File: src/rtl/ram_sp_req_ctrl_if.sv
// Request/response handshake bundle between a requester and the single-port RAM front-end.
// The master drives requests and consumes responses; the slave is the controller.
`timescale 1ns/1ps
interface ram_sp_req_ctrl_if #(
    parameter int DATA_WIDTH = 32,
    parameter int DEPTH      = 16
);
    localparam int ADDR_WIDTH = (DEPTH > 1) ? $clog2(DEPTH) : 1;
    localparam int STRB_WIDTH = DATA_WIDTH / 8;

    logic                  req_valid;
    logic                  req_ready;
    logic                  req_write;
    logic [ADDR_WIDTH-1:0] req_addr;
    logic [DATA_WIDTH-1:0] req_wdata;
    logic [STRB_WIDTH-1:0] req_wstrb;
    logic                  rsp_valid;
    logic                  rsp_ready;
    logic [DATA_WIDTH-1:0] rsp_rdata;

    modport master (
        output req_valid, req_write, req_addr, req_wdata, req_wstrb, rsp_ready,
        input  req_ready, rsp_valid, rsp_rdata
    );

    modport slave (
        input  req_valid, req_write, req_addr, req_wdata, req_wstrb, rsp_ready,
        output req_ready, rsp_valid, rsp_rdata
    );
endinterface

File: src/rtl/ram_sp_req_ctrl.sv
// Valid/ready front-end for a single-port bitmask RAM: drives the RAM ports directly from the
// accepted request and buffers 1-cycle read data in a 2-entry response FIFO.
`timescale 1ns/1ps
module ram_sp_req_ctrl #(
    parameter  int DATA_WIDTH = 32,
    parameter  int DEPTH      = 16,
    localparam int ADDR_WIDTH = (DEPTH > 1) ? $clog2(DEPTH) : 1,
    localparam int STRB_WIDTH = DATA_WIDTH / 8
) (
    input  logic                  clock,
    input  logic                  reset,
    ram_sp_req_ctrl_if.slave      bus,
    output logic                  ram_cen,
    output logic                  ram_wen,
    output logic [DATA_WIDTH-1:0] ram_bwen,
    output logic [ADDR_WIDTH-1:0] ram_addr,
    output logic [DATA_WIDTH-1:0] ram_din,
    input  logic [DATA_WIDTH-1:0] ram_dout
);
    localparam logic [ADDR_WIDTH:0] DEPTH_L = (ADDR_WIDTH + 1)'(DEPTH);

    logic                  in_range;
    logic                  acc;
    logic                  acc_rd;
    logic                  pop;
    logic                  push;
    logic [2:0]            occupancy;
    logic [DATA_WIDTH-1:0] push_data;
    logic                  req_ready;

    logic [1:0]            count_q,   count_d;
    logic                  rd_ptr_q,  rd_ptr_d;
    logic                  wr_ptr_q,  wr_ptr_d;
    logic                  rd_pend_q, rd_pend_d;
    logic                  rd_oor_q,  rd_oor_d;
    logic [DATA_WIDTH-1:0] mem_q [2];
    logic [DATA_WIDTH-1:0] mem_d [2];

    // A read may only be accepted if its response is guaranteed a FIFO slot, counting the
    // read already in flight and any slot freed by a pop this same cycle.
    always_comb begin
        in_range  = ({1'b0, bus.req_addr} < DEPTH_L);
        pop       = bus.rsp_valid & bus.rsp_ready;
        occupancy = {1'b0, count_q} + {2'b00, rd_pend_q} - {2'b00, pop};
        if (reset) begin
            req_ready = 1'b0;
        end else if (bus.req_write) begin
            req_ready = 1'b1;
        end else begin
            req_ready = (occupancy < 3'd2);
        end
        acc      = bus.req_valid & req_ready;
        acc_rd   = acc & ~bus.req_write;
        ram_cen  = acc & in_range;
        ram_wen  = bus.req_write;
        ram_addr = bus.req_addr;
        ram_din  = bus.req_wdata;
        ram_bwen = '0;
        for (int i = 0; i < STRB_WIDTH; i++) begin
            ram_bwen[8*i +: 8] = {8{bus.req_wstrb[i]}};
        end

        push      = rd_pend_q;
        push_data = rd_oor_q ? '0 : ram_dout;
        rd_pend_d = acc_rd;
        rd_oor_d  = acc_rd & ~in_range;
        mem_d     = mem_q;
        if (push) begin
            mem_d[wr_ptr_q] = push_data;
        end
        wr_ptr_d = wr_ptr_q ^ push;
        rd_ptr_d = rd_ptr_q ^ pop;
        count_d  = count_q + 2'(push) - 2'(pop);
    end

    assign bus.req_ready = req_ready;
    assign bus.rsp_valid = (count_q != 2'd0);
    assign bus.rsp_rdata = mem_q[rd_ptr_q];

    always_ff @(posedge clock or posedge reset) begin
        if (reset) begin
            count_q   <= 2'd0;
            rd_ptr_q  <= 1'b0;
            wr_ptr_q  <= 1'b0;
            rd_pend_q <= 1'b0;
            rd_oor_q  <= 1'b0;
            mem_q[0]  <= '0;
            mem_q[1]  <= '0;
        end else begin
            count_q   <= count_d;
            rd_ptr_q  <= rd_ptr_d;
            wr_ptr_q  <= wr_ptr_d;
            rd_pend_q <= rd_pend_d;
            rd_oor_q  <= rd_oor_d;
            mem_q[0]  <= mem_d[0];
            mem_q[1]  <= mem_d[1];
        end
    end
endmodule

File: src/flat_wrapper.sv
// flat-port wrapper written by rule: the top's interface ports become plain ports
module ram_sp_req_ctrl_flat 
#(
    parameter  int DATA_WIDTH = 32,
    parameter  int DEPTH      = 16,
    localparam int ADDR_WIDTH = (DEPTH > 1) ? $clog2(DEPTH) : 1,
    localparam int STRB_WIDTH = DATA_WIDTH / 8
)
  (clock, reset, ram_cen, ram_wen, ram_bwen, ram_addr, ram_din, ram_dout, bus_req_valid, bus_req_write, bus_req_addr, bus_req_wdata, bus_req_wstrb, bus_rsp_ready, bus_req_ready, bus_rsp_valid, bus_rsp_rdata);
  ram_sp_req_ctrl_if #(.DATA_WIDTH(DATA_WIDTH), .DEPTH(DEPTH)) bus_i ();
  input  logic clock;
  input  logic reset;
  output logic ram_cen;
  output logic ram_wen;
  output logic [DATA_WIDTH-1:0] ram_bwen;
  output logic [ADDR_WIDTH-1:0] ram_addr;
  output logic [DATA_WIDTH-1:0] ram_din;
  input  logic [DATA_WIDTH-1:0] ram_dout;
  input wire logic [$bits(bus_i.req_valid)-1:0] bus_req_valid;
  input wire logic [$bits(bus_i.req_write)-1:0] bus_req_write;
  input wire logic [$bits(bus_i.req_addr)-1:0] bus_req_addr;
  input wire logic [$bits(bus_i.req_wdata)-1:0] bus_req_wdata;
  input wire logic [$bits(bus_i.req_wstrb)-1:0] bus_req_wstrb;
  input wire logic [$bits(bus_i.rsp_ready)-1:0] bus_rsp_ready;
  output wire logic [$bits(bus_i.req_ready)-1:0] bus_req_ready;
  output wire logic [$bits(bus_i.rsp_valid)-1:0] bus_rsp_valid;
  output wire logic [$bits(bus_i.rsp_rdata)-1:0] bus_rsp_rdata;
  assign bus_i.req_valid = bus_req_valid;
  assign bus_i.req_write = bus_req_write;
  assign bus_i.req_addr = bus_req_addr;
  assign bus_i.req_wdata = bus_req_wdata;
  assign bus_i.req_wstrb = bus_req_wstrb;
  assign bus_i.rsp_ready = bus_rsp_ready;
  assign bus_req_ready = bus_i.req_ready;
  assign bus_rsp_valid = bus_i.rsp_valid;
  assign bus_rsp_rdata = bus_i.rsp_rdata;
  ram_sp_req_ctrl #(.DATA_WIDTH(DATA_WIDTH), .DEPTH(DEPTH)) u_core (.clock(clock), .reset(reset), .bus(bus_i), .ram_cen(ram_cen), .ram_wen(ram_wen), .ram_bwen(ram_bwen), .ram_addr(ram_addr), .ram_din(ram_din), .ram_dout(ram_dout));
endmodule
File: config.mk
export PLATFORM = sky130hd
export DESIGN_NAME = ram_sp_req_ctrl_flat
export DESIGN_NICKNAME = d
export VERILOG_FILES = /design/src/rtl/ram_sp_req_ctrl_if.sv /design/src/rtl/ram_sp_req_ctrl.sv /design/src/flat_wrapper.sv
export SDC_FILE = /design/constraint.sdc
export NUM_CORES = 1
export LEC_CHECK = 0
export ABC_AREA = 1
export CORE_MARGIN = 4
export CORE_UTILIZATION = 41
export DETAILED_ROUTE_END_ITERATION = 12
export GPL_ROUTABILITY_DRIVEN = 0
export PLACE_DENSITY = 0.81
export SYNTH_ARGS = -nofsm -noshare
export SYNTH_HDL_FRONTEND = slang
export SYNTH_SLANG_ARGS = --single-unit
export TNS_END_PERCENT = 30
File: constraint.sdc
create_clock -name clock -period 3.3 [get_ports clock]
set_input_delay 0.495 -clock clock [delete_from_list [all_inputs] [get_ports clock]]
set_output_delay 0.495 -clock clock [all_outputs]
set_load 0.05 [all_outputs]
==> flow_summary.rst, run 1 <==
.. list-table::
   :header-rows: 1

   * - Metric
     - Value
   * - TritonCTS clock tree
     - done
   * - Fraction of the mapped netlist area in compound gates
     - 8.614%
   * - Io pins
     - 181
   * - Number of max-capacitance violations reported
     - 0
   * - Clock period minus final worst setup slack
     - 3.166 ns
   * - Adder and majority cell fraction of the synthesized area
     - 1.884%
   * - Number of global-route vias before repair
     - 2,415
   * - Reported leakage power
     - 1.919 nW
   * - Setup ws final
     - 0.1342 ns
   * - Die Ht
     - 103.2 um
   * - Final period utilization
     - 95.93%
   * - Worst skew pair latency
     - 0.33 ns
   * - Largest net degree at the start of global routing
     - 71
   * - Setup slack after placement
     - 0.2184 ns
   * - Worst stage delay on the critical path
     - 0.57 ns
   * - Number of antenna-violating nets in the routed design
     - 0
   * - DIE AREA
     - 10,660 um^2
   * - Number of enable flip-flop cells after synthesis
     - 0
   * - Cell type of the slowest stage on the worst timing path
     - fa_2
   * - Number of nets produced by synthesis
     - 462
   * - Relative contribution of combinational cells to total power
     - 56.7%
   * - Via count of the routed design
     - 2,358
   * - Gate count after technology mapping
     - 380
   * - Detail Placement HPWL
     - 4597 um
   * - Area growth, synth to finish
     - 12.38%
   * - Kind of end point of the critical path
     - output pin
   * - Internal Power
     - 0.002554 W
   * - Switching Fraction
     - 46.02%
   * - Final hold violations
     - 0
   * - Placed Cells incl. Taps
     - 476
   * - Share of synthesized area occupied by flip-flops and latches
     - 46.43%
   * - TritonCTS buffer count
     - 9
   * - Tightest slew margin relative to the limit
     - 30.79%
   * - Peak ir drop on the vdd network
     - 0.6224 mV
   * - Required time of the critical path
     - 2.80 ns
   * - Run status
     - finished, final reports clean
   * - Yosys warning count
     - 0
   * - Pwr Density
     - 1132 nW/um^2
   * - Number of max-slew violations in the final report
     - 0
   * - Number of nets in the layout
     - 464
   * - Initial antenna violation count
     - 0
   * - Final routed wirelength across all metal layers
     - 6892 um
   * - Max frequency
     - 315.9 MHz
   * - Most common flop cell mapped by yosys
     - dfrtp_1
   * - Critical path cell sequence
     - or2_4 > nand2_2 > inv_1 > ha_1 > inv_1 > ha_1 > inv_1 > fa_2 > nand3_1 > nand2_1 > nand2_2 > nor2_4 > buf_12
   * - Class of the most critical setup path
     - flip-flop to output pin
   * - Slew @ Worst Pin
     - 1.038 ns
   * - Number of iterations in the first detailed-routing pass
     - 4
   * - Clock power share
     - 12.8%
   * - Switching power
     - 0.002178 W
   * - Core Rows
     - 34
   * - Aggregate negative setup slack
     - 0 ns
   * - Maximum net fanout on the critical path
     - 4
   * - Library cells used by synthesis
     - 18
   * - Part of the power in registers
     - 30.5%
   * - Register bit total from synthesis
     - 69
   * - Post-detailed-route DRC marker count
     - 0
   * - First-pass GRT wire length
     - 11,180 um
   * - Sink count of the clock tree
     - 69
   * - Worst path most repeated cell
     - inv_1
   * - Aggregate global routing overflow
     - 0
   * - Syn Area/Cell
     - 9.786 um^2
   * - Vias per cell
     - 4.773
   * - Layout Skew
     - 0.009205 ns
   * - Finished Layout Cells
     - 494
   * - Hold/Removal Path Class
     - flip-flop to flip-flop
   * - Arrival @ worst endpoint
     - 2.67 ns
   * - Startpoint type of the worst setup path
     - flip-flop
   * - Endpoints failing setup
     - 0
   * - CTS H-Tree Depth
     - 3
   * - Maximum number of buffers from clock root to sink
     - 2
   * - Area share of xor/xnor cells in the synthesized design
     - 0.2355%
   * - Async SR Flop Fraction
     - 100.0%
   * - Floorplan Core Area
     - 8763 um^2
   * - Cell area after synthesis
     - 3719 um^2
   * - Cell chosen for the clock root
     - clkbuf_8
   * - Starting DRC count in detailed routing
     - 48
   * - Count of input and output buffers
     - 72
   * - Multiplexer area fraction after synthesis
     - 12.72%
   * - Aggregate global-route resource usage
     - 13.51%
   * - Fraction of final layout cells with drive strength greater than 1
     - 16.32%
   * - Simple-gate share of the synthesized area
     - 7.739%
   * - Main combinational cell family by area after synthesis
     - buffers and inverters
   * - DIE WIDTH
     - 103.2 um
   * - Effective utilization at floorplan
     - 42.43%
   * - ANT cells
     - 0
   * - Number of buffers added to fix hold violations after cts
     - 0
   * - Clock-pin slew on the worst setup and hold paths
     - 0.07 ns
   * - Routed WL per cell
     - 13.95 um
[per-layer routing]
| layer | up-vias | share of wire (%) | global-route usage [%] | wire length, um |
|---|---|---|---|---|
| li1 | 1126 | - | - | - |
| met1 | 1144 | 44 | 16.53 | 3045 |
| met2 | 79 | 49 | 22.25 | 3374 |
| met3 | 9 | 5.7 | 3.756 | 393 |
| met4 | 0 | 1.1 | 6.076 | 78 |
| met5 | - | 0 | 0 | 0 |
[final timing paths]
kind                                                    from                           end  slack (ns)  cells past startpoint
worst max register to register   u_core.count_q[1]$_DFF_PP0_         u_core.push$_DFF_PP0_        0.99                     13
worst min register to register  u_core.mem_q[16]$_DFFE_PP0P_  u_core.mem_q[16]$_DFFE_PP0P_        0.51                      1
worst min-delay path            u_core.mem_q[16]$_DFFE_PP0P_  u_core.mem_q[16]$_DFFE_PP0P_        0.51                      1
max in group asynchronous                              reset  u_core.mem_q[19]$_DFFE_PP0P_        1.92                      3
worst max-delay path             u_core.count_q[1]$_DFF_PP0_                       ram_cen        0.13                     13
min in group asynchronous                              reset   u_core.count_q[1]$_DFF_PP0_        0.78                      3
[power groups by stage]
stage / clock network [W] / registers, W / logic, W
3_5_place_dp: 0 / 0.00146 / 0.00264
3_3_place_gp: 0 / 0.00143 / 0.00258
6_report: 0.000605 / 0.00144 / 0.00268
4_1_cts: 0.000630 / 0.00145 / 0.00265
2_1_floorplan: 0 / 0.00136 / 0.00213
5_1_grt: 0.000660 / 0.00150 / 0.00288
[cells in the mapped netlist, types with 2 or more instances]
master	number	share of area, %
buf_12	3	1.6
buf_2	11	1.5
buf_4	69	14
clkbuf_1	3	0.30
dfrtp_1	69	46
ha_1	4	1.3
inv_1	47	4.7
mux2_2	2	0.61
mux2_4	30	12
nand2_1	70	7.1
nor2_1	2	0.20
o21ai_0	64	8.6
[worst max-delay path, delay by kind of cell, from the launching register on]
family	cells	cell delay [ns]
buffers and inverters	4	0.29
and+or+nand+nor	6	0.66
adders and majority gates	3	0.97
DFF	1	0.41
[stage by stage]
stage                     hold WS (ns)  power [W]  util [%]  instance area (um^2)
after floorplan                 0.4702   0.003490         -                  3721
after global placement          0.4800   0.004014     45.30                  3970
after detailed placement        0.4948   0.004101     45.30                  3970
after CTS                       0.5140   0.004730     47.23                  4139
after global routing            0.5316   0.005032     47.69                  4179
final                           0.5142   0.004732     47.69                  4179
[state kept, by name (all words and copies together) (netlist names)]
signal / cells
u_core.count_q: 2
u_core.mem_q: 64
u_core.wr_ptr_q: 1
u_core.rd_ptr_q: 1
u_core.push: 1
[cells in the final DEF, fill, tap and decap left out]
| master | n |
|---|---|
| o21ai_0 | 64 |
| clkdlybuf4s50_1 | 70 |
| buf_12 | 2 |
| nand4_1 | 1 |
| nor2_1 | 1 |
| clkbuf_1 | 2 |
| nand3_1 | 1 |
| mux2_2 | 2 |
| or2_4 | 1 |
| mux2_4 | 30 |
| fa_2 | 1 |
| clkinv_2 | 2 |
| dfrtp_1 | 68 |
| clkbuf_8 | 11 |
| nor2_4 | 1 |
| buf_4 | 6 |
| nand2_2 | 3 |
| inv_2 | 1 |
| xnor2_1 | 1 |
| ha_2 | 2 |
| ha_1 | 2 |
| inv_1 | 46 |
| nand2_1 | 67 |
| dfrtp_2 | 1 |
[cell type report]
cell class / instances / area [um^2]
Clock inverter: 2 / 10.01
Multi-Input combinational cell: 177 / 1185
Clock buffer: 13 / 158.9
Timing Repair Buffer: 78 / 785.8
Fill cell: 784 / 4584
Sequential cell: 69 / 1728
Inverter: 47 / 176.4
Tap cell: 108 / 135.1
[cell families after synthesis]
group,after synthesis
AND/OR/NAND/NOR,75
XOR/XNOR,1
flip-flops,69
multiplexers,32
AO/OA/AOI/OAI,64
adder cells (fa/ha/maj),5
buffers and inverters,134
[repair_timing]
item	4_1_cts	5_1_grt
gates resized for setup	0	6
endpoints found under the setup margin	0	2
buffers inserted	0	3
Note: power is estimated with default switching activity, not from simulation.
==> run 2, diff against run 1 <==
--- a/config.mk
+++ b/config.mk
@@ -14,4 +14,4 @@
 export SYNTH_ARGS = -nofsm -noshare
 export SYNTH_HDL_FRONTEND = slang
 export SYNTH_SLANG_ARGS = --single-unit
-export TNS_END_PERCENT = 30
+export TNS_END_PERCENT = 50
==> results of run 2 <==
No change in the layout: final DEF, timing and power equal those of run 1.
==> run 3, diff against run 2 <==
--- a/config.mk
+++ b/config.mk
@@ -6,6 +6,7 @@
 export NUM_CORES = 1
 export LEC_CHECK = 0
 export ABC_AREA = 1
+export CORE_ASPECT_RATIO = 0.7
 export CORE_MARGIN = 4
 export CORE_UTILIZATION = 41
 export DETAILED_ROUTE_END_ITERATION = 12
==> run 3 against run 2 <==
Routed wire length increased by 0.39%. Combinational power grew 2%. Sequential power down 3%. Power up 7.7%. First-iteration DRC count grew 110%. Via count hardly changed. Worst setup slack improved by 0.0024 ns. Clock skew shrank 0.0061 ns. Cell area grew 3.4%. Hold slack got worse by 0.0050 ns. Highest routed layer unchanged. Flip-flop and latch count stayed put. Critical path depth did not move.
==> flow_summary.rst, run 3 (same netlist as run 1, synthesis figures left out) <==
.. list-table::
   :header-rows: 1

   * - Metric
     - Value
   * - Tightest slew margin relative to the limit
     - 30.22% (was 30.79%)
   * - Kind of end point of the critical path
     - output pin (unchanged)
   * - Fraction of final layout cells with drive strength greater than 1
     - 16.06% (was 16.32%)
   * - Core Rows
     - 28 (was 34)
   * - Aggregate global-route resource usage
     - 13.77% (was 13.51%)
   * - CTS H-Tree Depth
     - 3 (unchanged)
   * - Detail Placement HPWL
     - 4501 um (was 4597 um)
   * - Leading cell types in the layout, fill and taps excluded
     - clkdlybuf4s50_1 (70), nand2_1 (69), dfrtp_1 (68), o21ai_0 (64), inv_1 (46) (was clkdlybuf4s50_1 (70), dfrtp_1 (68), nand2_1 (67), o21ai_0 (64), inv_1 (46))
   * - Post-detailed-route DRC marker count
     - 0 (unchanged)
   * - Met1 WL
     - 3277 um (was 3045 um)
   * - Via count of the routed design
     - 2,360 (was 2,358)
   * - Endpoint of the worst hold-timing path
     - u_core.mem_q[19]$_DFFE_PP0P_ (was u_core.mem_q[16]$_DFFE_PP0P_)
   * - Total length of routed met2 wires
     - 3149 um (was 3374 um)
   * - Final routed wirelength across all metal layers
     - 6919 um (was 6892 um)
   * - Instance count along the most critical hold path
     - 1 (unchanged)
   * - Number of max-capacitance violations reported
     - 0 (unchanged)
   * - Required time of the critical path
     - 2.80 ns (about the same)
   * - Final core utilization
     - 49.96% (was 47.69%)
   * - Worst hold path startpoint
     - u_core.mem_q[19]$_DFFE_PP0P_ (was u_core.mem_q[16]$_DFFE_PP0P_)
   * - Worst skew pair latency
     - 0.32 ns (was 0.33 ns)
   * - Leading registers by flop count
     - u_core.mem_q x64, u_core.count_q x2 (unchanged)
   * - Hold/Removal Path Class
     - flip-flop to flip-flop (unchanged)
   * - Largest net degree at the start of global routing
     - 71 (unchanged)
   * - Number of nets in the layout
     - 463 (was 464)
   * - Setup slack after placement
     - 0.2347 ns (was 0.2184 ns)
   * - Number of global-route vias before repair
     - 2,415 (unchanged)
   * - Top sig layer
     - met4 (unchanged)
   * - Maximum net fanout on the critical path
     - 4 (unchanged)
   * - Floorplan Core Area
     - 8653 um^2 (was 8763 um^2)
   * - DIE WIDTH
     - 121.8 um (was 103.2 um)
   * - Cell chosen for the clock root
     - clkbuf_16 (was clkbuf_8)
   * - Routed WL per cell
     - 13.67 um (was 13.95 um)
   * - Most common cell after layout, fill and taps aside
     - clkdlybuf4s50_1 (unchanged)
   * - Sink count of the clock tree
     - 69 (unchanged)
   * - Effective utilization at floorplan
     - 42.97% (was 42.43%)
   * - Maximum number of buffers from clock root to sink
     - 2 (unchanged)
   * - ANT cells
     - 0 (unchanged)
   * - Die Ht
     - 87.68 um (was 103.2 um)
   * - DIE AREA
     - 10,680 um^2 (was 10,660 um^2)
   * - Starting DRC count in detailed routing
     - 102 (was 48)
   * - Final period utilization
     - 95.86% (was 95.93%)
   * - RSZ-0062 raised after global routing
     - no
   * - Io pins
     - 181 (unchanged)
   * - Met3 layer wire length in the routed design
     - 425 um (was 393 um)
   * - Arrival @ worst endpoint
     - 2.67 ns (about the same)
   * - Final hold violations
     - 0 (unchanged)
   * - Setup ws final
     - 0.1366 ns (was 0.1342 ns)
   * - Class of the most critical setup path
     - flip-flop to output pin (unchanged)
   * - First-pass GRT wire length
     - 11,730 um (was 11,180 um)
   * - Number of filler instances in the final layout
     - 796 (was 784)
   * - Post-layout total power
     - 0.005097 W (was 0.004732 W)
   * - Startpoint type of the worst setup path
     - flip-flop (unchanged)
   * - Initial antenna violation count
     - 0 (unchanged)
   * - Max frequency
     - 316.1 MHz (was 315.9 MHz)
   * - Clock-pin slew on the worst setup and hold paths
     - 0.06 ns (was 0.07 ns)
   * - Slew @ Worst Pin
     - 1.047 ns (was 1.038 ns)
   * - TritonCTS clock tree
     - done (unchanged)
   * - Number of iterations in the first detailed-routing pass
     - 4 (unchanged)
   * - Aggregate global routing overflow
     - 0 (unchanged)
   * - Vias per cell
     - 4.664 (was 4.773)
   * - Run status
     - finished, final reports clean (unchanged)
   * - Worst hold-check slack
     - 0.5091 ns (was 0.5142 ns)
   * - Critical R2R Capture
     - u_core.push$_DFF_PP0_ (unchanged)
   * - TritonCTS buffer count
     - 9 (unchanged)
   * - Max reg flops
     - 64 (unchanged)
   * - Pwr Density
     - 1179 nW/um^2 (was 1132 nW/um^2)
   * - Aggregate negative setup slack
     - 0 ns (unchanged)
   * - Clock period minus final worst setup slack
     - 3.163 ns (was 3.166 ns)
   * - Peak ir drop on the vdd network
     - 0.5979 mV (was 0.6224 mV)
   * - Launching point of the worst reg2reg path
     - u_core.count_q[1]$_DFF_PP0_ (unchanged)
   * - Endpoints failing setup
     - 0 (unchanged)
   * - Number of antenna-violating nets in the routed design
     - 0 (unchanged)
   * - Slack of the worst reg-to-reg path
     - 0.99 ns (about the same)
   * - Number of max-slew violations in the final report
     - 0 (unchanged)
   * - Layout Skew
     - 0.003099 ns (was 0.009205 ns)
   * - Count of input and output buffers
     - 72 (unchanged)
   * - Number of cells traversed by the worst register-to-register path
     - 13 (unchanged)
   * - Reported leakage power
     - 1.974 nW (was 1.919 nW)
   * - Area growth, synth to finish
     - 16.25% (was 12.38%)
   * - Register containing the most flip-flops in the final layout
     - u_core.mem_q (unchanged)
run 3: cell types whose count changed in the layout (fill, tap and decap cells not counted), sizes merged:
cell	before	now
clkinv	2	3
clkbuf	13	11
bufinv	0	1
buf	8	7
clkinvlp	0	1
run 3: worst max-delay path by stage:
stage                                 from      end  depth (start not counted)
2_1_floorplan  u_core.count_q[1]$_DFF_PP0_  ram_cen                         12
3_3_place_gp                 bus_rsp_ready  ram_cen                         13
3_5_place_dp                 bus_rsp_ready  ram_cen                         13
4_1_cts        u_core.count_q[1]$_DFF_PP0_  ram_cen                         13
5_1_grt        u_core.count_q[1]$_DFF_PP0_  ram_cen                         13
6_report       u_core.count_q[1]$_DFF_PP0_  ram_cen                         13
run 3: report_power, final:
group / total [W] / leakage [nW] / switching, W / internal, W
sequential: 0.00140 / 0.845 / 0.000164 / 0.00124
clock: 0.000966 / 0.146 / 0.000359 / 0.000607
combinational: 0.00273 / 0.983 / 0.00172 / 0.00102
total: 0.00510 / 1.97 / 0.00224 / 0.00286
run 3: stage by stage:
step / cells / area [um^2]
2_1_floorplan: 380 / 3721
3_3_place_gp: 488 / 3998
4_1_cts: 504 / 4300
6_report: 506 / 4323
3_5_place_dp: 488 / 3998
5_1_grt: 506 / 4323
run 3: routing by layer:
metal	track usage [%]	up-vias
li1	-	1117
met1	18.77	1128
met2	21.09	102
met3	4.906	13
met4	3.561	0
met5	0	-
run 3: area by class of cell:
| cell class | instances | area, um^2 | area share, % |
|---|---|---|---|
| Inverter | 47 | 176.4 | 4.081 |
| Clock inverter | 5 | 60.06 | 1.389 |
| Sequential cell | 69 | 1728 | 39.97 |
| Multi-Input combinational cell | 177 | 1175 | 27.18 |
| Timing Repair Buffer | 77 | 790.8 | 18.29 |
| Tap cell | 120 | 150.1 | 3.473 |
| Clock buffer | 11 | 242.7 | 5.615 |
run 3: worst max-delay path, stage by stage (launching register included):
cell	delay, ns
dfrtp_1	0.42
or2_4	0.26
nand2_2	0.07
inv_1	0.04
ha_1	0.26
inv_1	0.06
ha_1	0.13
inv_1	0.05
fa_2	0.55
nand3_1	0.08
nand2_1	0.06
nand2_1	0.07
nor2_2	0.16
buf_12	0.15
run 3: repair_timing:
action / CTS / global route
buffers inserted: 0 / 2
gates resized for setup: 0 / 3
endpoints found under the setup margin: 0 / 2
hold buffers: 0 / 0
